==> src/rtl/mem_pkg.sv <==
// Shared constants and FSM state type for the data memory responder.
package mem_pkg;
  localparam int MEM_DEPTH = 32;
  localparam int ADDR_W    = 5;

  typedef enum logic [1:0] {
    IDLE = 2'd0,
    WAIT = 2'd1,
    RESP = 2'd2
  } state_t;
endpackage

==> src/rtl/dmem_byte_array.sv <==
// 32-byte storage, big-endian word view: byte at word base holds bits 31:24.
module dmem_byte_array import mem_pkg::*; #(
  parameter int DEPTH = MEM_DEPTH
) (
  input  logic        clk,
  input  logic        rst_n,
  input  logic        i_we,
  input  logic [2:0]  i_word,
  input  logic [31:0] i_wdata,
  input  logic [3:0]  i_be,
  output logic [31:0] o_rdata
);
  logic [7:0] r_mem [DEPTH];

  // be[b] covers wdata[8b+7:8b], which lives at byte offset 3-b in the word.
  always_ff @(posedge clk or negedge rst_n) begin
    if (!rst_n) begin
      for (int k = 0; k < DEPTH; k++) r_mem[k] <= 8'h00;
    end else if (i_we) begin
      for (int b = 0; b < 4; b++) begin
        if (i_be[b]) r_mem[{i_word, 2'(3 - b)}] <= i_wdata[8*b +: 8];
      end
    end
  end

  assign o_rdata = {r_mem[{i_word, 2'd0}], r_mem[{i_word, 2'd1}],
                    r_mem[{i_word, 2'd2}], r_mem[{i_word, 2'd3}]};
endmodule

==> src/rtl/data_mem_responder.sv <==
// Request/response memory responder: one outstanding access, fixed wait
// latency, misaligned accesses flagged with rsp_err and no side effects.
module data_mem_responder import mem_pkg::*; #(
  parameter int WAIT_CYCLES = 2,
  parameter int DEPTH       = MEM_DEPTH
) (
  input  logic              clk,
  input  logic              rst_n,
  input  logic              req_valid,
  output logic              req_ready,
  input  logic              req_write,
  input  logic [ADDR_W-1:0] req_addr,
  input  logic [31:0]       req_wdata,
  input  logic [3:0]        req_be,
  output logic              rsp_valid,
  input  logic              rsp_ready,
  output logic [31:0]       rsp_rdata,
  output logic              rsp_err,
  output logic [1:0]        dbg_state
);
  // Handshakes: a request transfers on an edge where req_valid && req_ready;
  // a response transfers on an edge where rsp_valid && rsp_ready. Payloads
  // are held stable by their source until the transferring edge.
  localparam logic [3:0] CNT_INIT = (WAIT_CYCLES == 0) ? 4'd0 : 4'(WAIT_CYCLES - 1);

  state_t              r_state, w_next_state;
  logic [3:0]          r_cnt;
  logic                r_write;
  logic [ADDR_W-1:0]   r_addr;
  logic [31:0]         r_wdata;
  logic [3:0]          r_be;
  logic                r_rsp_valid, r_rsp_err;
  logic [31:0]         r_rsp_rdata;
  logic                w_accept, w_enter_resp, w_rsp_done;
  logic                w_op_write, w_op_err, w_mem_we;
  logic [ADDR_W-1:0]   w_op_addr;
  logic [31:0]         w_op_wdata, w_mem_rdata;
  logic [3:0]          w_op_be;

  always_comb begin
    w_next_state = r_state;
    w_accept     = 1'b0;
    w_enter_resp = 1'b0;
    w_rsp_done   = 1'b0;
    case (r_state)
      IDLE: if (req_valid) begin
        w_accept = 1'b1;
        if (WAIT_CYCLES == 0) begin
          w_next_state = RESP;
          w_enter_resp = 1'b1;
        end else begin
          w_next_state = WAIT;
        end
      end
      WAIT: if (r_cnt == 4'd0) begin
        w_next_state = RESP;
        w_enter_resp = 1'b1;
      end
      RESP: if (rsp_ready) begin
        w_next_state = IDLE;
        w_rsp_done   = 1'b1;
      end
      default: w_next_state = IDLE;
    endcase
  end

  // With no wait cycles RESP is entered on the accept edge, so the live
  // request fields are used instead of the not-yet-captured copies.
  assign w_op_write = (r_state == IDLE) ? req_write : r_write;
  assign w_op_addr  = (r_state == IDLE) ? req_addr  : r_addr;
  assign w_op_wdata = (r_state == IDLE) ? req_wdata : r_wdata;
  assign w_op_be    = (r_state == IDLE) ? req_be    : r_be;
  assign w_op_err   = (w_op_addr[1:0] != 2'b00);
  assign w_mem_we   = w_enter_resp && w_op_write && !w_op_err;

  always_ff @(posedge clk or negedge rst_n) begin
    if (!rst_n) begin
      r_state     <= IDLE;
      r_cnt       <= 4'd0;
      r_write     <= 1'b0;
      r_addr      <= '0;
      r_wdata     <= 32'h0;
      r_be        <= 4'h0;
      r_rsp_valid <= 1'b0;
      r_rsp_rdata <= 32'h0;
      r_rsp_err   <= 1'b0;
    end else begin
      r_state <= w_next_state;
      if (w_accept) begin
        r_write <= req_write;
        r_addr  <= req_addr;
        r_wdata <= req_wdata;
        r_be    <= req_be;
        r_cnt   <= CNT_INIT;
      end else if (r_state == WAIT && r_cnt != 4'd0) begin
        r_cnt <= r_cnt - 4'd1;
      end
      if (w_enter_resp) begin
        r_rsp_valid <= 1'b1;
        r_rsp_err   <= w_op_err;
        r_rsp_rdata <= (w_op_write || w_op_err) ? 32'h0 : w_mem_rdata;
      end else if (w_rsp_done) begin
        r_rsp_valid <= 1'b0;
        r_rsp_err   <= 1'b0;
        r_rsp_rdata <= 32'h0;
      end
    end
  end

  dmem_byte_array #(.DEPTH(DEPTH)) u_mem (
    .clk     (clk),
    .rst_n   (rst_n),
    .i_we    (w_mem_we),
    .i_word  (w_op_addr[4:2]),
    .i_wdata (w_op_wdata),
    .i_be    (w_op_be),
    .o_rdata (w_mem_rdata)
  );

  assign req_ready = (r_state == IDLE);
  assign rsp_valid = r_rsp_valid;
  assign rsp_rdata = r_rsp_rdata;
  assign rsp_err   = r_rsp_err;
  assign dbg_state = r_state;
endmodule

==> config.mk <==
export PLATFORM = sky130hd
export DESIGN_NAME = data_mem_responder
export DESIGN_NICKNAME = d
export VERILOG_FILES = /design/src/rtl/mem_pkg.sv /design/src/rtl/dmem_byte_array.sv /design/src/rtl/data_mem_responder.sv
export SDC_FILE = /design/constraint.sdc
export NUM_CORES = 1
export LEC_CHECK = 0
export CORE_ASPECT_RATIO = 1.2
export CORE_MARGIN = 8
export CORE_UTILIZATION = 51
export DETAILED_ROUTE_END_ITERATION = 10
export GPL_TIMING_DRIVEN = 0
export PLACE_DENSITY = 0.7
export SYNTH_ARGS = -nofsm -noshare
export SYNTH_HDL_FRONTEND = slang
export SYNTH_HIERARCHICAL = 1
export SYNTH_SLANG_ARGS = --single-unit
==> constraint.sdc <==
create_clock -name clk -period 4.5 [get_ports clk]
set_input_delay 0.9 -clock clk [delete_from_list [all_inputs] [get_ports clk]]
set_output_delay 0.9 -clock clk [all_outputs]
set_load 0.005 [all_outputs]
==> out/metrics.cfg, run 1 <==
[outcome]
result_of_the_run = complete, no violations

[detailed_routing]
drt_iter0_drc = 615
wirelength_um = 36200
vias = 9047
detail-route-antenna-nets = 0
detail_route.wl_per_cell_um = 23.3
routed_via_density = 5.81
post-route-drc-count = 0
drt-pass1-iter-count = 4

[synthesis]
synthesis.area_per_instance_um2 = 15.4
post_synth_instance_area_um2 = 15600
yosysUniqueCellTypes = 44
synth_top_cells_by_count = 338 x sky130_fd_sc_hd__dfrtp_1, 323 x sky130_fd_sc_hd__mux2_2, 67 x sky130_fd_sc_hd__inv_1
ys_async_sr_fraction_pct = 100
synth-edff-count = 0
postSynth.topFlopCell = sky130_fd_sc_hd__dfrtp_1
syn_nets = 1062
synth_sequential_area_ratio_pct = 54.1
syn_inst = 1014
yosys.area.top_type_share_pct = 54.1
cell_types_with_the_largest_area_share_after_synthesis = sky130_fd_sc_hd__dfrtp_1 54%, sky130_fd_sc_hd__mux2_2 23%, sky130_fd_sc_hd__mux4_2 8.9%
synthDominantAreaCellType = sky130_fd_sc_hd__dfrtp_1
ys_warn_count = 6
post-synth-top-count-cell = sky130_fd_sc_hd__dfrtp_1
count_of_state_elements_after_synthesis = 338

[placed_design]
place.gp.congestion = 0.760
port_buffers = 82
placed_cell_area_um2 = 17000
hpwlAfterDp_um = 23300
dp_cells = 1494

[power_and_ir_drop]
power.clock.fraction_pct = 29.1
internal-power_mw = 7.04
power.sequential.fraction_pct = 36.3
power.switching_mw = 3.46
netSwitchingFraction_pct = 33.0
p_leak_nw = 8.46
peakVddDrop_mv = 0.482
combinationalPowerShare_pct = 34.6
cellPowerDensity_nw_per_um2 = 576

[cts]
post-cts-setup-buffer-count = 0
cts-resized-gates = 0
insertion_delay_ps = 510
tritoncts.num_buffers = 35
tritoncts = done
clk_pin_slew_ps = 60
h_tree_depth = 2
cts_root_buffer = sky130_fd_sc_hd__clkbuf_16
clkSinkCount = 338
cts.hold.buffers_added = 0
maximum_root_to_sink_buffer_count = 3

[layout]
fraction_of_final_layout_cells_sized_beyond_drive_strength_1_pct = 46.9
num_antenna_cells = 0
areaGrowthSynthToFinish_pct = 16.7
postLayoutCoreUtil_pct = 60.2
sequential_cell_area_um2 = 8460
nets = 1183
layout.cells.non_filler = 1557
multi_input_logic_area_um2 = 6600
fillerInstances = 2394
final_area_um2 = 18200

[timing]
layout_worst_path_cycle_share_pct = 87.2
worst-slew-pin-transition_ps = 1060
finalHoldViolCount = 0
slew_violations = 0
slew_headroom_pct = 29.4
max_freq_ghz = 0.255
fin_crit_ps = 3920
report.final.setup_viol = 0
grt_setup_unrepaired = false
worst_clock_skew_on_the_final_layout_ps = 15.8
setup_total_negative_slack_ps = 0

[floorplanning]
core_region_area_um2 = 30300
die_area_um2 = 36500
floorplan.die.height_um = 208
row_count = 70
start_util_pct = 51.6
pin_count = 83
die_w_um = 176

[hold_path]
timing.hold.worst.class = in -> async

[critical_path]
worst-path-max-fanout = 10
critical_path_class = reg -> reg
cp.required_ps = 4870
worst_ep_arrival_time_ps = 4300
end_kind = flop
setup.worst_path.start_class = flop

[global_routing]
first_global_vias = 9820
global_route_wire_length_before_repair_um = 57300
grt_antenna_before_repair = 0
largest_net_degree_at_the_start_of_global_routing = 122
grt.total_usage_pct = 20.1
grt.overflow.total = 0

[flow_run]
cap_violations = 0

[cells by family after synthesis]
kind of cell	after synthesis	share of synthesized area, %
mux	432	36.5
compound gates	48	2.45
flops	338	54.1
buf+inv	121	3.68
fa+ha+maj	2	0.160
simple gates	73	3.13
[power groups by stage]
stage,registers [mW],clock network (mW),logic [mW]
finish,3.81,3.05,3.63
global route,3.87,3.25,3.87
CTS,3.81,3.13,3.65
detailed placement,3.86,0,3.63
global placement,3.84,0,3.59
floorplan,3.78,0,2.51
[final timing paths]
kind | startpoint | depth (start not counted) | endpoint | slack (ps)
setup / recovery | dbg_state[0]$_DFFE_PN0P_ | 11 | rsp_rdata[8]$_DFFE_PN0P_ | 580
hold / removal | rst_n | 1 | r_wdata[22]$_DFFE_PN0P_ | 420
setup reg to reg | dbg_state[0]$_DFFE_PN0P_ | 11 | rsp_rdata[8]$_DFFE_PN0P_ | 580
hold reg to reg | u_mem/r_mem[217]$_DFFE_PN0P_ | 1 | u_mem/r_mem[217]$_DFFE_PN0P_ | 490
max in group asynchronous | rst_n | 2 | u_mem/r_mem[104]$_DFFE_PN0P_ | 3000
min in group clk | u_mem/r_mem[217]$_DFFE_PN0P_ | 1 | u_mem/r_mem[217]$_DFFE_PN0P_ | 490
[worst max-delay path, stage by stage, from the launching register on]
cell,delay [ps]
sky130_fd_sc_hd__dfrtp_1,370
sky130_fd_sc_hd__buf_2,170
sky130_fd_sc_hd__nor2_1,460
sky130_fd_sc_hd__buf_2,390
sky130_fd_sc_hd__mux2_2,240
sky130_fd_sc_hd__buf_2,210
sky130_fd_sc_hd__buf_2,240
sky130_fd_sc_hd__clkbuf_1,810
sky130_fd_sc_hd__mux4_2,430
sky130_fd_sc_hd__mux2_2,270
sky130_fd_sc_hd__inv_1,80
sky130_fd_sc_hd__o32ai_1,90
[flip-flops by register name (all words and copies together), names as in the netlist]
register / flops
u_mem/r_mem: 256
r_cnt: 4
r_be: 4
rsp_valid: 1
rsp_rdata: 32
rsp_err: 1
r_wdata: 32
r_write: 1
r_addr: 5
dbg_state: 2
[placed cells by master (no fill, tap or decap), types with 3 or more instances in the layout]
master and n:
sky130_fd_sc_hd__clkdlybuf4s50_1 81, sky130_fd_sc_hd__nand3_1 6, sky130_fd_sc_hd__bufinv_16 5, sky130_fd_sc_hd__a21oi_1 3, sky130_fd_sc_hd__clkinv_2 10, sky130_fd_sc_hd__nor2_2 22, sky130_fd_sc_hd__or3_1 6, sky130_fd_sc_hd__mux2_1 8
sky130_fd_sc_hd__buf_12 3, sky130_fd_sc_hd__nand2_1 8, sky130_fd_sc_hd__clkbuf_8 6, sky130_fd_sc_hd__clkbuf_16 37, sky130_fd_sc_hd__mux2_2 323, sky130_fd_sc_hd__buf_2 19, sky130_fd_sc_hd__inv_1 67, sky130_fd_sc_hd__o21ai_0 5
sky130_fd_sc_hd__dfrtp_1 338, sky130_fd_sc_hd__mux2_4 37, sky130_fd_sc_hd__mux4_2 62, sky130_fd_sc_hd__nor2_1 5, sky130_fd_sc_hd__clkbuf_1 26, sky130_fd_sc_hd__buf_6 4, sky130_fd_sc_hd__nand2b_1 4, sky130_fd_sc_hd__nand3b_1 5
sky130_fd_sc_hd__buf_4 5, sky130_fd_sc_hd__o32ai_1 32
[cell type report]
class                           instances  share of cell area [%]
Sequential cell                       338                    46.4
Multi-Input combinational cell        555                    36.2
Clock buffer                           48                    5.63
Timing Repair Buffer                   84                    4.83
Tap cell                              396                    2.72
Buffer                                 54                    1.78
Inverter                               67                    1.38
Clock inverter                         15                    1.10
[through the flow]
stage          hold WS, ps  worst slack (ps)  total power, mW
3_3_place_gp           468            -12210             7.43
5_1_grt                472               448             11.0
3_5_place_dp           480               647             7.49
2_1_floorplan          459              1790             6.29
4_1_cts                466               643             10.6
6_report               418               577             10.5
[routing by layer]
layer / track usage, % / part of all wire (%)
met4: 5.85 / 2.3
met1: 26.6 / 43
met2: 33.6 / 51
met3: 3.31 / 4.6
met5: 0 / 0
Power figures use the tool's default switching activity.
==> inputs of run 2 (changes only) <==
--- a/config.mk
+++ b/config.mk
@@ -10,6 +10,7 @@
 export CORE_UTILIZATION = 51
 export DETAILED_ROUTE_END_ITERATION = 10
 export GPL_TIMING_DRIVEN = 0
+export MAX_ROUTING_LAYER = met4
 export PLACE_DENSITY = 0.7
 export SYNTH_ARGS = -nofsm -noshare
 export SYNTH_HDL_FRONTEND = slang
==> out/metrics.cfg, run 2 (synthesized netlist as in run 1, its figures left out) <==
[outcome]
result_of_the_run = complete, no violations

[cts]
post-cts-setup-buffer-count = 0  ; unchanged
maximum_root_to_sink_buffer_count = 3  ; unchanged
h_tree_depth = 2  ; unchanged
clk_pin_slew_ps = 60  ; about the same
insertion_delay_ps = 510  ; about the same
cts.hold.buffers_added = 0  ; unchanged
cts_root_buffer = sky130_fd_sc_hd__clkbuf_16
clkSinkCount = 338  ; unchanged
cts-resized-gates = 0  ; unchanged
tritoncts = done
tritoncts.num_buffers = 35  ; unchanged

[power_and_ir_drop]
p_leak_nw = 8.46  ; unchanged
internal-power_mw = 7.04  ; about the same
combinationalPowerShare_pct = 34.6  ; about the same
power.switching_mw = 3.45  ; -0.27%
netSwitchingFraction_pct = 32.9  ; -0.060 points
cellPowerDensity_nw_per_um2 = 575  ; about the same
peakVddDrop_mv = 0.481  ; -0.18%
power.clock.fraction_pct = 29.1  ; about the same
power_mw = 10.5  ; about the same
power.sequential.fraction_pct = 36.3  ; about the same

[placed_design]
placed_cell_area_um2 = 17000  ; unchanged
place.gp.congestion = 0.770  ; +1.3%
port_buffers = 82  ; unchanged
hpwlAfterDp_um = 23300  ; unchanged
dp_cells = 1494  ; unchanged

[layout]
layout.cells.non_filler = 1557  ; unchanged
final_area_um2 = 18200  ; unchanged
fraction_of_final_layout_cells_sized_beyond_drive_strength_1_pct = 46.9  ; unchanged
areaGrowthSynthToFinish_pct = 16.7  ; unchanged
fillerInstances = 2394  ; unchanged
nets = 1183  ; unchanged
registers.top_by_ff_count = u_mem/r_mem
postLayoutCoreUtil_pct = 60.2  ; unchanged
num_antenna_cells = 0  ; unchanged
largest_register_ffs = 256  ; unchanged
most-common-layout-cells = 338 x sky130_fd_sc_hd__dfrtp_1, 323 x sky130_fd_sc_hd__mux2_2, 81 x sky130_fd_sc_hd__clkdlybuf4s50_1, 67 x sky130_fd_sc_hd__inv_1, 62 x sky130_fd_sc_hd__mux4_2
final_common_cell = sky130_fd_sc_hd__dfrtp_1

[timing]
slew_headroom_pct = 29.9  ; +0.53 points
max_freq_ghz = 0.258  ; +1.2%
layout_worst_path_cycle_share_pct = 86.2  ; -1.0 points
final.hold.worst_slack_ps = 417  ; -0.830 ps
report.final.setup_viol = 0  ; unchanged
grt_setup_unrepaired = false
fin_crit_ps = 3880  ; -46.0 ps
finalHoldViolCount = 0  ; unchanged
worst_clock_skew_on_the_final_layout_ps = 16.2  ; +0.391 ps
slew_violations = 0  ; unchanged
worst-slew-pin-transition_ps = 1050  ; -7.90 ps

[floorplanning]
die_area_um2 = 36500  ; unchanged
core_region_area_um2 = 30300  ; unchanged
start_util_pct = 51.6  ; unchanged
die_w_um = 176  ; unchanged
pin_count = 83  ; unchanged
floorplan.die.height_um = 208  ; unchanged
row_count = 70  ; unchanged

[critical_path]
setup.worst_path.start_class = flop
path_delay_family = buffers and inverters
worst-path-max-fanout = 10  ; unchanged
cp.required_ps = 4870  ; about the same
r2r_setup_slack_ps = 620  ; +50 ps
worst-path-buf-inv = 6  ; unchanged
end_kind = flop
timing.critical_path.slowest_cell_delay_ps = 810  ; about the same
critical_path_class = reg -> reg
critical_path.cell_chain = buf_2 -> nor2_1 -> buf_2 -> mux2_2 -> buf_2 -> buf_2 -> clkbuf_1 -> mux4_2 -> mux2_2 -> inv_1 -> o32ai_1
crit_slowest_cell = sky130_fd_sc_hd__clkbuf_1
crit_path_frequent_cell = sky130_fd_sc_hd__buf_2
worst_ep_arrival_time_ps = 4250  ; -50 ps

[global_routing]
global_route_wire_length_before_repair_um = 57300  ; about the same
grt.total_usage_pct = 20.7  ; +0.61 points
grt.overflow.total = 0  ; unchanged
largest_net_degree_at_the_start_of_global_routing = 122  ; unchanged
first_global_vias = 9795  ; -0.25%
grt_antenna_before_repair = 0  ; unchanged

[detailed_routing]
detail_route.wl_per_cell_um = 23.2  ; -0.15%
detail-route-antenna-nets = 0  ; unchanged
routed_via_density = 5.80  ; -0.20%
post-route-drc-count = 0  ; unchanged
wirelength_um = 36200  ; -0.15%
drt_iter0_drc = 642  ; +4.4%
vias = 9029  ; -0.20%
drt-pass1-iter-count = 6  ; +2

[hold_path]
timing.hold.worst.class = in -> async

[flow_run]
cap_violations = 0  ; unchanged

==> run 2: cell counts in the layout (fill, tap and decap cells not counted) <==
No cell type changed its count.
==> run 2: metrics by stage <==
step | worst slack (ps) | TNS [ps]
after detailed placement | 647 | 0
after CTS | 643 | 0
final | 623 | 0
after floorplan | 1790 | 0
after global placement | -12210 | -4117770
after global routing | 448 | 0
==> run 2: power groups by stage <==
stage                     clock network, mW  logic, mW  registers (mW)
after global routing                   3.25       3.87            3.87
after CTS                              3.13       3.65            3.81
final                                  3.05       3.63            3.81
after detailed placement                  0       3.63            3.86
after floorplan                           0       2.51            3.78
after global placement                    0       3.59            3.84
==> run 2: cell type report <==
| type | instances | area [um2] | area share [%] |
|---|---|---|---|
| Clock buffer | 48 | 1030 | 5.63 |
| Timing Repair Buffer | 84 | 881 | 4.83 |
| Tap cell | 396 | 495 | 2.72 |
| Sequential cell | 338 | 8460 | 46.4 |
| Buffer | 54 | 324 | 1.78 |
| Multi-Input combinational cell | 555 | 6600 | 36.2 |
| Clock inverter | 15 | 200 | 1.10 |
| Inverter | 67 | 251 | 1.38 |
==> run 2: worst register-to-register path, stage by stage (launching register included) <==
cell and delay [ps]:
sky130_fd_sc_hd__dfrtp_1 370, sky130_fd_sc_hd__buf_2 170, sky130_fd_sc_hd__nor2_1 440, sky130_fd_sc_hd__buf_2 390
sky130_fd_sc_hd__mux2_2 230, sky130_fd_sc_hd__buf_2 200, sky130_fd_sc_hd__buf_2 240, sky130_fd_sc_hd__clkbuf_1 810
sky130_fd_sc_hd__mux4_2 440, sky130_fd_sc_hd__mux2_2 270, sky130_fd_sc_hd__inv_1 80, sky130_fd_sc_hd__o32ai_1 90
==> run 2: metal layers <==
metal / global-route usage (%) / part of all wire [%] / up-vias
met5: - / 0 / -
met4: 5.85 / 2.3 / 0
li1: - / - / 3958
met1: 26.8 / 42 / 4832
met3: 3.20 / 4.9 / 55
met2: 33.6 / 50 / 184
==> run 2: worst paths after layout <==
path,startpoint,to,depth (start not counted)
worst max-delay path,dbg_state[0]$_DFFE_PN0P_,rsp_rdata[8]$_DFFE_PN0P_,11
worst min-delay path,rst_n,r_wdata[22]$_DFFE_PN0P_,1
worst max register to register,dbg_state[0]$_DFFE_PN0P_,rsp_rdata[8]$_DFFE_PN0P_,11
worst min register to register,u_mem/r_mem[216]$_DFFE_PN0P_,u_mem/r_mem[216]$_DFFE_PN0P_,1
max in group asynchronous,rst_n,u_mem/r_mem[196]$_DFFE_PN0P_,2
min in group clk,u_mem/r_mem[216]$_DFFE_PN0P_,u_mem/r_mem[216]$_DFFE_PN0P_,1
